<file path="src/rtl/fifo_wr_ctrl_gen.sv">
// Write-side pointer and flag controller for an async FIFO, parameterised by address width.
// Produces the memory write port, the Gray write pointer and registered full/almost_full/level/overflow.
module fifo_wr_ctrl_gen #(
    parameter int ADDR_W    = 3,
    parameter int AF_THRESH = 6
) (
    input  logic              w_clk,
    input  logic              w_rst,
    input  logic              w_inc,
    input  logic              clr_ovf,
    input  logic [ADDR_W:0]   sync_rptr,
    output logic              w_en,
    output logic [ADDR_W-1:0] w_addr,
    output logic [ADDR_W:0]   w_ptr_gray,
    output logic              full,
    output logic              almost_full,
    output logic [ADDR_W:0]   w_level,
    output logic              overflow
);

    localparam int DEPTH = 1 << ADDR_W;
    localparam int PW    = ADDR_W + 1;
    localparam logic [PW-1:0] AF_T = PW'(AF_THRESH);

    if ((AF_THRESH < 1) || (AF_THRESH > DEPTH)) begin : g_bad_thresh
        $error("fifo_wr_ctrl_gen: AF_THRESH must be in 1..DEPTH");
    end
    if (ADDR_W < 2) begin : g_bad_addr_w
        $error("fifo_wr_ctrl_gen: ADDR_W must be at least 2");
    end

    // Gray to binary: XOR prefix running down from the MSB.
    function automatic logic [PW-1:0] gray2bin(input logic [PW-1:0] g);
        logic [PW-1:0] b;
        b[PW-1] = g[PW-1];
        for (int i = PW - 2; i >= 0; i--) begin
            b[i] = b[i+1] ^ g[i];
        end
        return b;
    endfunction

    logic [PW-1:0] r_wbin;
    logic [PW-1:0] r_wgray;
    logic          r_full;
    logic          r_af;
    logic [PW-1:0] r_level;
    logic          r_ovf;

    logic          w_en_s;
    logic [PW-1:0] w_wbin_n;
    logic [PW-1:0] w_wgray_n;
    logic [PW-1:0] w_rbin;
    logic [PW-1:0] w_level_n;
    logic          w_full_n;
    logic          w_af_n;

    // Next pointer, level and flag values computed from the current edge's request and read pointer.
    always_comb begin
        w_en_s    = w_inc & ~r_full;
        w_wbin_n  = r_wbin + {{(PW-1){1'b0}}, w_en_s};
        w_wgray_n = w_wbin_n ^ (w_wbin_n >> 1);
        w_rbin    = gray2bin(sync_rptr);
        w_level_n = w_wbin_n - w_rbin;
        // Full when the write pointer has lapped the read pointer: top two Gray bits inverted.
        w_full_n  = (w_wgray_n == {~sync_rptr[PW-1:PW-2], sync_rptr[PW-3:0]});
        w_af_n    = (w_level_n >= AF_T);
    end

    // Pointer and flag registers; binary and Gray pointers load together so Gray never lags.
    always_ff @(posedge w_clk) begin
        if (w_rst) begin
            r_wbin  <= {PW{1'b0}};
            r_wgray <= {PW{1'b0}};
            r_full  <= 1'b0;
            r_af    <= 1'b0;
            r_level <= {PW{1'b0}};
            r_ovf   <= 1'b0;
        end else begin
            r_wbin  <= w_wbin_n;
            r_wgray <= w_wgray_n;
            r_full  <= w_full_n;
            r_af    <= w_af_n;
            r_level <= w_level_n;
            // A write attempt while full sets overflow and beats a simultaneous clear.
            if (w_inc && r_full) begin
                r_ovf <= 1'b1;
            end else if (clr_ovf) begin
                r_ovf <= 1'b0;
            end else begin
                r_ovf <= r_ovf;
            end
        end
    end

    assign w_en        = w_en_s;
    assign w_addr      = r_wbin[ADDR_W-1:0];
    assign w_ptr_gray  = r_wgray;
    assign full        = r_full;
    assign almost_full = r_af;
    assign w_level     = r_level;
    assign overflow    = r_ovf;

endmodule

</file>
<file path="config.mk">
export PLATFORM = sky130hd
export DESIGN_NAME = fifo_wr_ctrl_gen
export DESIGN_NICKNAME = d
export VERILOG_FILES = /design/src/rtl/fifo_wr_ctrl_gen.sv
export SDC_FILE = /design/constraint.sdc
export NUM_CORES = 1
export LEC_CHECK = 0
export CORE_ASPECT_RATIO = 0.9
export CORE_MARGIN = 2
export CORE_UTILIZATION = 25
export DETAILED_ROUTE_END_ITERATION = 6
export PLACE_DENSITY = 0.53
export RECOVER_POWER = 100
export SKIP_LAST_GASP = 1
export SYNTH_ARGS = -nofsm -noshare
export SYNTH_HDL_FRONTEND = slang
export SYNTH_SLANG_ARGS = --single-unit
</file>
<file path="constraint.sdc">
create_clock -name w_clk -period 2.7 [get_ports w_clk]
set_input_delay 0.54 -clock w_clk [delete_from_list [all_inputs] [get_ports w_clk]]
set_output_delay 0.54 -clock w_clk [all_outputs]
set_load 0.01 [all_outputs]
</file>
==> results.yml <==
grt:
  grt.total_usage_pct: 10.9
  grt_start_max_net_pins: 14
  grt_first_pass_wirelength_mm: 2.52
  grt.overflow.total: 0
  antenna_violations_before_repair: 0
  number_of_global_route_vias_before_repair: 562
critical_path:
  worst_setup_path_end_kind: "flop"
  cp_num_buf_inv: 3
  crit_family: "adder cells"
  critical_path_maximum_fanout: 3
  crit_chain: "clkdlybuf4s50_1 > nor2b_2 > ha_2 > ha_1 > clkbuf_1 > inv_1 > fa_1 > xor2_1 > o311ai_1"
  critical_path_arrival_ns: 2.73
  crit_start_category: "input pin"
  rrSetupSlack_ns: 0.58
  capturing_point_of_the_worst_reg2reg_path: "almost_full$_SDFF_PP0_"
  worst_setup_path_start: "w_inc"
  cp.required_ns: 2.88
  worst_path_largest_cell_delay_ns: 0.43
  r2r.worst_path.cells: 8
  critical_path_depth: 9
  critical-path-slowest-cell: "fa_1"
  critical_path.reg2reg.startpoint: "full$_SDFF_PP0_"
  crit_path_end: "almost_full$_SDFF_PP0_"
  worst-setup-path-type: "input pin to flop"
place:
  buffer_ports.inserted: 22
  hpwlAfterDp_mm: 1.11
  globalplace.congestion: 0.740
floorplan:
  floorplan.initialDensity_pct: 26.4
  die_w_um: 57.8
  boundaryPins: 23
  dieHeight_um: 52.4
  std_cell_rows: 17
  die_area_mm2: 0.00303
  core_mm2: 0.00247
logic_synthesis:
  avgSynthCellArea_um2: 10.3
  yosys_warnings: 0
  ys_seq_area_share_pct: 43.1
  post_synth_instance_area_um2: 651
  synthCells: 63
  ys_ff_latch: 14
  synth.net_count: 77
  synth_cell_types: 21
sta:
  slew-limit-headroom_pct: 61.0
  period_needed_ns: 2.55
  report.final.setup_viol: 0
  total_negative_setup_slack_ns: 0
  endpoints_failing_hold: 0
  slew_violations: 0
  worst_clock_skew_ns: 0.00216
  fmax_mhz: 393
  finalCritPeriodShare_pct: 94.3
  rsz0062_at_grt: "false"
  worstMarginPinSlew_ns: 0.585
drt:
  totalWireLength_mm: 1.37
  drtAntennaViolNets: 0
  drt_iter0_markers: 9
  routed_wire_length_per_instance_um: 10.9
  iteration_count_of_the_initial_detailed_routing_pass: 2
  drc: 0
  avgViaCountPerCell: 4.26
  num_vias: 537
final_layout:
  share_of_layout_cells_above_drive_strength_1_pct: 15.3
  flow.area_growth_from_synthesis_pct: 53.8
  antenna_cells_inserted: 0
  count_of_nets_after_finishing: 114
  fin_util_pct: 40.6
flow_run:
  drv_cap: 0
cts:
  clock-sinks: 14
  numCtsBuffers: 3
  number_of_buffers_on_the_longest_clock_path: 2
  htree_num_levels: 1
  post-cts-setup-buffer-count: 0
  clkTransAtPathRegs_ns: 0.08
  clock_tree_from_tritoncts: "yes"
  root_buffer_selected_by_cts: "clkbuf_4"
  clk-insertion-delay-late_ns: 0.28
min_path:
  worstHoldPathType: "flop to flop"
  worst_hold_path.num_cells: 2
outcome:
  status: "complete, no violations"
pwr:
  worst_ir_drop_on_vdd_mv: 0.384
  leakage_nw: 0.471
  power_density_cells_mw_per_mm2: 572
worst register-to-register path, stage by stage, from the launching register on:
cell and delay (ns):
dfxtp_1 0.36, nor2b_2 0.06, ha_2 0.19, ha_1 0.29, clkbuf_1 0.18, inv_1 0.11
fa_1 0.43, xor2_1 0.17, o311ai_1 0.25
worst min path at each step:
stage                               start  slack [ns]                    end
floorplan           overflow$_SDFFE_PP0P_        0.49  overflow$_SDFFE_PP0P_
global placement    overflow$_SDFFE_PP0P_        0.46  overflow$_SDFFE_PP0P_
detailed placement        full$_SDFF_PP0_        0.48  overflow$_SDFFE_PP0P_
CTS                       full$_SDFF_PP0_        0.49  overflow$_SDFFE_PP0P_
global route        overflow$_SDFFE_PP0P_        0.52  overflow$_SDFFE_PP0P_
finish              overflow$_SDFFE_PP0P_        0.48  overflow$_SDFFE_PP0P_
cell usage after synthesis:
| cell type | count | area, um2 |
|---|---|---|
| xor2_1 | 6 | 52.6 |
| a21boi_0 | 1 | 7.51 |
| inv_1 | 4 | 15.0 |
| a21oi_1 | 1 | 5.00 |
| nand2b_1 | 1 | 6.26 |
| and2_1 | 1 | 6.26 |
| o211ai_1 | 1 | 7.51 |
| ha_1 | 5 | 62.6 |
| or4_4 | 1 | 11.3 |
| nor2_1 | 10 | 37.5 |
| nor2b_1 | 2 | 12.5 |
| xnor3_1 | 1 | 22.5 |
| clkbuf_1 | 1 | 3.75 |
| nand3_1 | 1 | 5.00 |
| xnor2_1 | 7 | 61.3 |
| o21a_1 | 1 | 7.51 |
| nand2_1 | 2 | 7.51 |
| o311ai_1 | 1 | 8.76 |
| and4_2 | 1 | 10.0 |
| fa_1 | 1 | 20.0 |
| dfxtp_1 | 14 | 280 |
layer usage:
| layer | vias up | wire length [um] | global-route usage [%] |
|---|---|---|---|
| met5 | - | 0 | 0 |
| met4 | 0 | 0 | 0 |
| met3 | 0 | 102 | 5.43 |
| met2 | 18 | 622 | 17.8 |
| met1 | 242 | 644 | 13.6 |
| li1 | 277 | - | - |
cells in the final DEF (no fill, tap or decap), drive strengths merged:
cell type / n
dlygate4sd3: 15
dfxtp: 14
nor2: 10
clkbuf: 8
xnor2: 7
clkdlybuf4s50: 7
xor2: 6
buf: 6
ha: 5
inv: 4
nand2: 2
nor2b: 2
and2: 1
nand3: 1
a21boi: 1
xnor3: 1
and4: 1
o21a: 1
o211ai: 1
or4: 1
o311ai: 1
nand2b: 1
a21oi: 1
fa: 1
cells by family after synthesis:
group	count (synthesis)	share of synthesized area, %
adders and majority gates	6	12.7
AOI/OAI and AO/OA	5	5.58
buffers and inverters	5	2.88
and+or+nand+nor	19	14.8
xor gates and xnor gates	14	21.0
DFF	14	43.1
stage by stage:
stage	hold slack, ns	cells	total power, W	setup WS, ns	instance area [um2]
6_report	0.477	126	0.000573	0.154	1000
5_1_grt	0.522	126	0.000615	0.00979	1000
4_1_cts	0.493	126	0.000600	0.0812	1010
3_5_place_dp	0.482	123	0.000476	-0.196	985
3_3_place_gp	0.458	123	0.000477	-0.137	985
2_1_floorplan	0.489	63	0.000362	0.257	651
cell type report:
cell class	count	area [um2]
Inverter	4	15.0
Timing Repair Buffer	33	292
Sequential cell	14	280
Fill cell	260	1470
Clock buffer	3	22.5
Tap cell	28	35.0
Multi-Input combinational cell	44	357
state kept, by name, summed over array words and instances (netlist names):
name and cells:
overflow 1, almost_full 1, r_wbin 4, w_level 4
full 1, w_ptr_gray 3
what timing repair did:
action	CTS	global route
resized for setup	0	2
setup endpoints to repair	0	2
hold buffers	0	0
power by group:
| group | internal, W | leakage, nW | total, W | switching, W |
|---|---|---|---|---|
| Combinational | 0.000114 | 0.342 | 0.000208 | 0.0000933 |
| Sequential | 0.000236 | 0.115 | 0.000246 | 0.00000940 |
| Clock | 0.0000517 | 0.0138 | 0.000120 | 0.0000678 |
| Total | 0.000402 | 0.471 | 0.000573 | 0.000171 |
(Power assumes the default switching activity.)
